--- config.mk ---
export PLATFORM = sky130hd
export DESIGN_NAME = fc_mac_unit
export DESIGN_NICKNAME = d
export VERILOG_FILES = /design/src/rtl/fc_mac_unit.sv
export SDC_FILE = /design/constraint.sdc
export NUM_CORES = 1
export LEC_CHECK = 0
export ABC_AREA = 1
export BUFFER_PORTS_ARGS = -buffer_cell sky130_fd_sc_hd__clkbuf_2
export CAP_MARGIN = 10
export CORE_ASPECT_RATIO = 0.6
export CORE_MARGIN = 4
export CORE_UTILIZATION = 25
export DETAILED_ROUTE_END_ITERATION = 12
export GPL_TIMING_DRIVEN = 0
export PLACE_DENSITY = 0.47
export SLEW_MARGIN = 20
export SYNTH_ARGS = -nofsm -noshare
export SYNTH_HDL_FRONTEND = slang
export SYNTH_SLANG_ARGS = --single-unit
--- constraint.sdc ---
create_clock -name clk -period 5.25 [get_ports clk]
set_input_delay 0.525 -clock clk [delete_from_list [all_inputs] [get_ports clk]]
set_output_delay 0.525 -clock clk [all_outputs]
set_load 0.005 [all_outputs]
--- src/rtl/fc_mac_unit.sv ---
// fc_mac_unit
// Serial fixed-point multiply-accumulate for the FC layer. Takes a stream of
// signed Q5.11 (activation, weight) pairs, multiplies each pair with a
// one-bit-per-cycle shift-add multiplier, and sums the exact Q10.22 products
// into a saturating 32-bit accumulator. When the pair flagged as last has
// been accumulated, the Q10.22 dot product and a saturation flag are held on
// the output until the downstream truncation stage takes them.

module fc_mac_unit #(
   parameter int DATA_W = 16,
   parameter int FRAC_W = 11,
   parameter int ACC_W  = 32
) (
   input  logic              clk,
   input  logic              rst,
   input  logic              in_valid,
   output logic              in_ready,
   input  logic [DATA_W-1:0] in_a,
   input  logic [DATA_W-1:0] in_w,
   input  logic              in_last,
   output logic              out_valid,
   input  logic              out_ready,
   output logic [ACC_W-1:0]  out_acc,
   output logic              out_sat,
   output logic              busy
);

   // The product of two Q5.11 values is Q10.22, so the accumulator must be
   // exactly twice the operand width for the fraction point to line up.
   localparam int PROD_FRAC_W = 2 * FRAC_W;

   // Elaboration guard against parameter sets the datapath cannot represent.
   if ((ACC_W != 2 * DATA_W) || (PROD_FRAC_W >= ACC_W)) begin : g_illegalParams
      $error("fc_mac_unit: ACC_W must equal 2*DATA_W and 2*FRAC_W must be below ACC_W");
   end

   // One multiplier bit is consumed per cycle, so MUL lasts DATA_W cycles.
   localparam int CNT_W = $clog2(DATA_W);
   localparam logic [CNT_W-1:0] CNT_LAST = CNT_W'(DATA_W - 1);

   // Most positive / most negative accumulator values used when clamping.
   localparam logic [ACC_W-1:0] ACC_MAX = {1'b0, {(ACC_W-1){1'b1}}};
   localparam logic [ACC_W-1:0] ACC_MIN = {1'b1, {(ACC_W-1){1'b0}}};

   typedef enum logic [1:0] {
      S_IDLE,
      S_MUL,
      S_ACC,
      S_OUT
   } state_t;

   state_t              r_state;
   logic [ACC_W-1:0]    r_mcand;
   logic [DATA_W:0]     r_mplier;
   logic [ACC_W-1:0]    r_prod;
   logic                r_sign;
   logic                r_last;
   logic [CNT_W-1:0]    r_cnt;
   logic [ACC_W-1:0]    r_acc;
   logic                r_sat;
   logic                r_outValid;
   logic [ACC_W-1:0]    r_outAcc;
   logic                r_outSat;

   logic [DATA_W:0]     w_aExt;
   logic [DATA_W:0]     w_wExt;
   logic [DATA_W:0]     w_aMag;
   logic [DATA_W:0]     w_wMag;
   logic [ACC_W-1:0]    w_partial;
   logic [ACC_W-1:0]    w_prodSigned;
   logic [ACC_W:0]      w_sum;
   logic                w_posOvf;
   logic                w_negOvf;
   logic [ACC_W-1:0]    w_accNext;
   logic                w_satNow;
   logic                w_accept;

   // Operand magnitudes are formed one bit wider than the input so that the
   // most negative value (-16.0) has an exact positive magnitude.
   always_comb begin
      w_aExt = {in_a[DATA_W-1], in_a};
      w_wExt = {in_w[DATA_W-1], in_w};
      w_aMag = w_aExt;
      w_wMag = w_wExt;
      if (in_a[DATA_W-1]) begin
         w_aMag = ~w_aExt + 1'b1;
      end
      if (in_w[DATA_W-1]) begin
         w_wMag = ~w_wExt + 1'b1;
      end
   end

   // Shift-add step: add the shifted multiplicand when the current multiplier bit is set.
   always_comb begin
      w_partial = '0;
      if (r_mplier[0]) begin
         w_partial = r_mcand;
      end
   end

   // Apply the product sign, then add at one extra bit so overflow in either
   // direction is visible and can be clamped instead of wrapping.
   always_comb begin
      w_prodSigned = r_prod;
      if (r_sign) begin
         w_prodSigned = ~r_prod + 1'b1;
      end
      w_sum     = {r_acc[ACC_W-1], r_acc} + {w_prodSigned[ACC_W-1], w_prodSigned};
      w_posOvf  = ~w_sum[ACC_W] & w_sum[ACC_W-1];
      w_negOvf  = w_sum[ACC_W] & ~w_sum[ACC_W-1];
      w_satNow  = w_posOvf | w_negOvf;
      w_accNext = w_sum[ACC_W-1:0];
      if (w_posOvf) begin
         w_accNext = ACC_MAX;
      end else if (w_negOvf) begin
         w_accNext = ACC_MIN;
      end
   end

   // Input handshake: only IDLE accepts, and never while reset is asserted.
   always_comb begin
      in_ready = (r_state == S_IDLE) && !rst;
      w_accept = in_valid && in_ready;
   end

   // Main controller: capture a pair, run the serial multiply, accumulate,
   // and present the finished dot product until the downstream takes it.
   always_ff @(posedge clk or posedge rst) begin
      if (rst) begin
         r_state    <= S_IDLE;
         r_mcand    <= '0;
         r_mplier   <= '0;
         r_prod     <= '0;
         r_sign     <= 1'b0;
         r_last     <= 1'b0;
         r_cnt      <= '0;
         r_acc      <= '0;
         r_sat      <= 1'b0;
         r_outValid <= 1'b0;
         r_outAcc   <= '0;
         r_outSat   <= 1'b0;
      end else begin
         case (r_state)
            S_IDLE: begin
               if (w_accept) begin
                  r_mcand  <= {{(ACC_W-DATA_W-1){1'b0}}, w_aMag};
                  r_mplier <= w_wMag;
                  r_prod   <= '0;
                  r_sign   <= in_a[DATA_W-1] ^ in_w[DATA_W-1];
                  r_last   <= in_last;
                  r_cnt    <= '0;
                  r_state  <= S_MUL;
               end
            end
            S_MUL: begin
               r_prod   <= r_prod + w_partial;
               r_mcand  <= r_mcand << 1;
               r_mplier <= r_mplier >> 1;
               r_cnt    <= r_cnt + 1'b1;
               if (r_cnt == CNT_LAST) begin
                  r_state <= S_ACC;
               end
            end
            S_ACC: begin
               r_acc <= w_accNext;
               r_sat <= r_sat | w_satNow;
               if (r_last) begin
                  r_outValid <= 1'b1;
                  r_outAcc   <= w_accNext;
                  r_outSat   <= r_sat | w_satNow;
                  r_state    <= S_OUT;
               end else begin
                  r_state <= S_IDLE;
               end
            end
            S_OUT: begin
               if (out_ready) begin
                  r_acc      <= '0;
                  r_sat      <= 1'b0;
                  r_outValid <= 1'b0;
                  r_state    <= S_IDLE;
               end
            end
            default: begin
               r_state <= S_IDLE;
            end
         endcase
      end
   end

   // Registered outputs and status.
   always_comb begin
      out_valid = r_outValid;
      out_acc   = r_outAcc;
      out_sat   = r_outSat;
      busy      = (r_state != S_IDLE);
   end

endmodule
# After elaboration in Yosys (flattened, before gate mapping)
# Cells that the tools add are included.
# op_classes
add_sub_neg	6
n_eq_ne	8
mux	25
n_bitwise	10
n_reduce_logical	13
# ops
cell	count
32-bit 2-to-1 mux	7
32-bit case mux with 2 select lines	3
17-bit 2-to-1 mux	3
17-bit by 1-bit adder with 17-bit output (second input constant)	2
17-bit NOT	2
17-bit case mux with 2 select lines	1
32-bit by 32-bit adder with 33-bit output	1
32-bit by 1-bit adder with 32-bit output (second input constant)	1
32-bit adder	1
32-bit NOT	1
2-bit 2-to-1 mux	4
2-bit inequality test (second input constant)	4
2-bit case mux with 4 select lines	1
4-bit case mux with 2 select lines	1
2-bit AND reduction	4
3-bit AND reduction	2
2-bit nonzero test	3
4-bit by 1-bit adder with 4-bit output (second input constant)	1
2-bit == test (second input constant)	2
4-bit == test (second input constant)	1
4-bit 2-to-1 mux	1
1-bit case mux with 2 select lines	2
1-bit AND	2
2-bit by 1-bit == test with 1-bit output (second input constant)	1
other kinds (7)	11
# word_totals
register_bits	156
in_bits	37
out_inout_bits	36
elab_cells	74

# Logic depth before layout (Yosys ltp)
# depth
ltp_word	9
depth_mapped	30
mapped_depth_nobuf	28

# Worst setup path before layout
# OpenSTA, ideal clock, no wires.
# synth_timing
path_type	reg2reg
startpoint	reg r_prod[1]
endpoint	reg r_acc[7]
setup_time_ns	0.066
arrival_time_ns	3.828
t_required_ns	5.184
setup_slack_ns	1.356
stages_incl_launch_ff	29
path_buffers	2
synth_period_minus_slack_ns	3.894
cell_sequence	dfrtp_1 > inv_1 > ha_1 > inv_1 > nor3_2 > nand3_2 > nor2_4 > nand3_2 > o21ai_2 > and2_1 > buf_6 > nand2_1 > nand2_1 > nand2_1 > ha_1 > a21oi_1 > inv_1 > nor2_1 > nand2_1 > a21oi_1 > nand2_1 > a21oi_1 > xor2_1 > ha_1 > inv_1 > clkbuf_1 > o21ai_0 > o21ai_0 > a22o_1
# synth_via
elab_chain_cells	9
word_cells_on_any_way	11
# synth_lines
item	line_no	rtl
from (decl)	55	logic [ACC_W-1:0] r_prod;
from (signal assigned)	156	r_prod <= r_prod + w_partial;
32-bit NOT	106	w_prodSigned = ~r_prod + 1'b1;
32-bit by 1-bit adder with 32-bit output	106	
32-bit 2-to-1 mux (*)	105	if (r_sign) begin
32-bit by 32-bit adder with 33-bit output (*)	108	w_sum = {r_acc[ACC_W-1], r_acc} + {w_prodSigned[ACC_W-1], w_prodSigned};
1-bit NOT	110	w_negOvf = w_sum[ACC_W] & ~w_sum[ACC_W-1];
1-bit AND	110	
32-bit 2-to-1 mux	115	end else if (w_negOvf) begin
32-bit 2-to-1 mux (*)	113	if (w_posOvf) begin
32-bit case mux with 2 select lines (*)	143	case (r_state)
to (signal assigned)	165	r_acc <= w_accNext;
to (decl)	59	logic [ACC_W-1:0] r_acc;
# Every way passes the cells marked *; elsewhere a longest branch is shown, timed or not.
# A chain may end at the register's enable or synchronous reset.

# Final worst setup path
# layout_timing
startpoint	reg r_sign
endpoint	reg r_outAcc[19] (netlist: out_acc[19])
# layout_via
elab_chain_cells	6
word_cells_on_any_way	8
# layout_lines
item	line_no	rtl
from (decl)	56	logic r_sign;
from (signal assigned)	149	r_sign <= in_a[DATA_W-1] ^ in_w[DATA_W-1];
32-bit 2-to-1 mux (*)	105	
32-bit by 32-bit adder with 33-bit output (*)	108	
1-bit NOT	110	
1-bit AND	110	
32-bit 2-to-1 mux	115	
32-bit 2-to-1 mux (*)	113	
to (signal assigned)	169	r_outAcc <= w_accNext;
to (decl)	62	logic [ACC_W-1:0] r_outAcc;
# Marks and branches as above.

==> key figures <==
Detailed routing
  • Wire length per cell: between 15 and 20 um
  • Drc violations: 0
  • First-pass detailed-route iteration total: 5
  • Routed wire length: about 44,000 um
  • Via count: roughly 12,000
  • WL met2: roughly 16,000 um
  • Number of DRC markers in iteration 0: between 1,000 and 1,500
  • Met1 Wirelength: between 20,000 and 25,000 um
  • Vias per cell: 4.64
  • Max Used Layer: met4
  • Final antenna-violating net count: 0
  • Met3 wire len: ~3100 um

Critical path
  • WS Path Type: reg2reg
  • Crit. Startpoint: r_sign
  • WP buf/inv: 5
  • R2R Setup Slk: ~0.34 ns
  • R2r worst-path depth: 20
  • Top cell by count, worst path: nand2_1
  • Reg2Reg Capture Point: out_acc[19]
  • CP top delay family: buffers and inverters
  • CP peak stage delay: around 0.59 ns
  • Data arrival, critical path: between 5 and 6 ns
  • Worst R2R Start: r_sign
  • CP Launch Type: flip-flop
  • Cell Chain, Critical Path: clkbuf_1, clkbuf_1, nand2_1, xor2_1, ha_1, nand2_1, inv_1, nand2_1, nor2_1, and2_1, nand2_1, nand2_1, a21oi_4, xor2_1, ha_1, inv_1, buf_2, o21ai_0, nand2_1, nand2_1
  • Max FO, Critical Path: 10
  • Slowest-stage cell, CP: clkbuf_1
  • WP data required: between 5 and 6 ns
  • Critical Path End Type: flip-flop

Cells and area
  • Multi-input gate area: about 7000 um^2
  • Fillers: ~5,400
  • Synth-to-layout area growth: 15.6%
  • Fin util: 29.2%
  • Inserted Diodes: 0
  • FF/Latch Area: just under 4000 um^2
  • Layout cells sized above 1: under 10%
  • Nets: between 2,000 and 2,500

Clock tree
  • Clk slew on worst S/H paths: approximately 0.07 ns
  • Clk buf depth: 2
  • CTS tree: done
  • CTS buffer count: 17
  • H-tree depth: 4
  • Clock sink count: about 160
  • CTS Hold Buffers Added: 0
  • Worst-Skew Late Latency: approximately 0.46 ns
  • CTS root buf: clkbuf_16

Outcome
  • Status: finished clean

Run
  • # Max-Cap Violations: 0

Floorplan
  • # IOs: 73
  • Core area: around 48,000 um^2
  • DIE AREA: between 50,000 and 60,000 um^2
  • FP Rows: slightly above 60
  • Die height: ~180 um
  • Die X: between 200 and 300 um
  • Starting Density: between 20% and 30%

Global route
  • GRT Total Usage: 16.9%
  • First-pass GRT wire length: approximately 67,000 um
  • Largest net degree at the start of global routing: 91
  • Total grt overflow: 0
  • Number of global-route vias before repair: ~11,000
  • Initial antenna violation count: 0

Synth
  • Post-synth EDFFs: 0
  • Ys flop type: dfrtp_1
  • Commonest cells in the netlist: nand2_1, inv_1, dfrtp_1
  • Ys Warns: 0
  • Yosys cell types: 43
  • Count leader, synth: nand2_1
  • FFs w/ async S/R, synth: 100%
  • Post-synthesis sequential area ratio: approximately a third
  • Syn Nets: 1,971
  • Synth Register Bits: between 150 and 200
  • Mean Syn Cell Area: 6.48 um^2
  • Synth area leaders: dfrtp_1, nand2_1, inv_1, ha_1, nor2_1
  • Top cell type's share of synthesized area: roughly 32%
  • Synth Cell Area: around 12,000 um^2
  • Biggest area consumer among synthesized cells: dfrtp_1
  • Post-synthesis cell count: 1,862

Placed design
  • Port Buf Inserts: roughly 70
  • Post-DP HPWL: 35,200 um
  • RePlAce Congestion: ~0.94

STA
  • Fmax: between 0.2 and 0.25 GHz
  • RSZ-0062 raised after global routing: false
  • Setup Viol. Count Final: 0
  • Hold Violations, Final: 0
  • Fin crit share: 93.5%
  • Slew Limit Fails: 0
  • Slew headroom: 40.5%
  • Hold Slack: approximately 0.13 ns
  • Slew @ Worst Pin: 0.893 ns
  • Final Critical Period: 4.91 ns
  • Clock skew: 0.0145 ns

Hold path
  • Hold WC Path Type: in2async
-- final cells by class --
cell class,count,area share (%)
sequential,156,28.0
multi-input combinational,1382,49.9
clock inverter,12,1.53
inverter,276,7.48
tap,640,5.74
buffer,48,1.51
timing repair buffer,73,2.78
clock buffer,19,3.10
-- what timing repair did --
action,in CTS,in global routing
cloned,0,0
setup endpoints to repair,35,62
pin swaps,0,0
buffers inserted,0,0
resized for setup,4,19
endpoints found under the hold margin,0,0
-- flip-flops by register name (all words and copies together), names as in the netlist --
signal and count:
r_last 1, r_prod 32, r_acc 32, r_state 2, r_cnt 4, r_sat 1
out_sat 1, r_mcand 32, out_valid 1, out_acc 32, r_sign 1, r_mplier 17
-- how the worst max path moves through the flow --
stage	to	slack, ns	depth (start not counted)
2_1_floorplan	out_acc[0]	0.52	1
3_3_place_gp	r_mcand[28]	-1.99	2
3_5_place_dp	r_acc[8]	-0.36	25
4_1_cts	out_acc[4]	0.05	24
5_1_grt	out_acc[19]	0.0008	25
6_report	out_acc[19]	0.34	20
-- routing by layer --
layer,up-vias,GRT usage (%)
met4,0,2.98
met3,19,3.02
met2,338,21.3
met1,5621,28.6
met5,-,0
li1,6117,-
-- metrics by stage --
step	setup TNS, ns	instances	setup WS [ns]	instance area, um^2
global placement	-309.02	2574	-1.99	13200
detailed placement	-3.63	2575	-0.362	13300
floorplan	0	1862	0.518	12100
global route	0	2606	0.000831	13900
CTS	0	2606	0.0520	13900
finish	0	2606	0.340	13900
-- cells by family after synthesis --
| family | after synthesis | synth area share, % |
|---|---|---|
| AOI/OAI and AO/OA | 281 | 13.2 |
| DFF | 156 | 32.4 |
| xor gates and xnor gates | 54 | 3.98 |
| adders and majority gates | 72 | 7.59 |
| buffers and inverters | 324 | 10.2 |
| and+or+nand+nor | 975 | 32.6 |
-- cell usage in the layout, fill, tap and decap left out, types with 4 or more instances in the layout --
cell type  instances
clkbuf_2          74
o21ai_0          104
nor3_1            24
inv_1            272
o211ai_1           9
a21oi_1           87
xor2_1            42
and2_1             5
clkbuf_16         17
xnor2_1           11
buf_2             13
nand4_1            6
bufinv_16          5
o221ai_1          12
o21ai_1            4
clkbuf_1          33
nor4_1             4
ha_1              70
dfrtp_1          156
nand3_1           96
o22ai_1           29
nand3b_1           8
o21a_1             4
nor2_1           154
o21bai_1           9
nand2_1          665
Power is not shown: default switching activity piles up to over one toggle a cycle in this logic, so the estimate is an artifact.
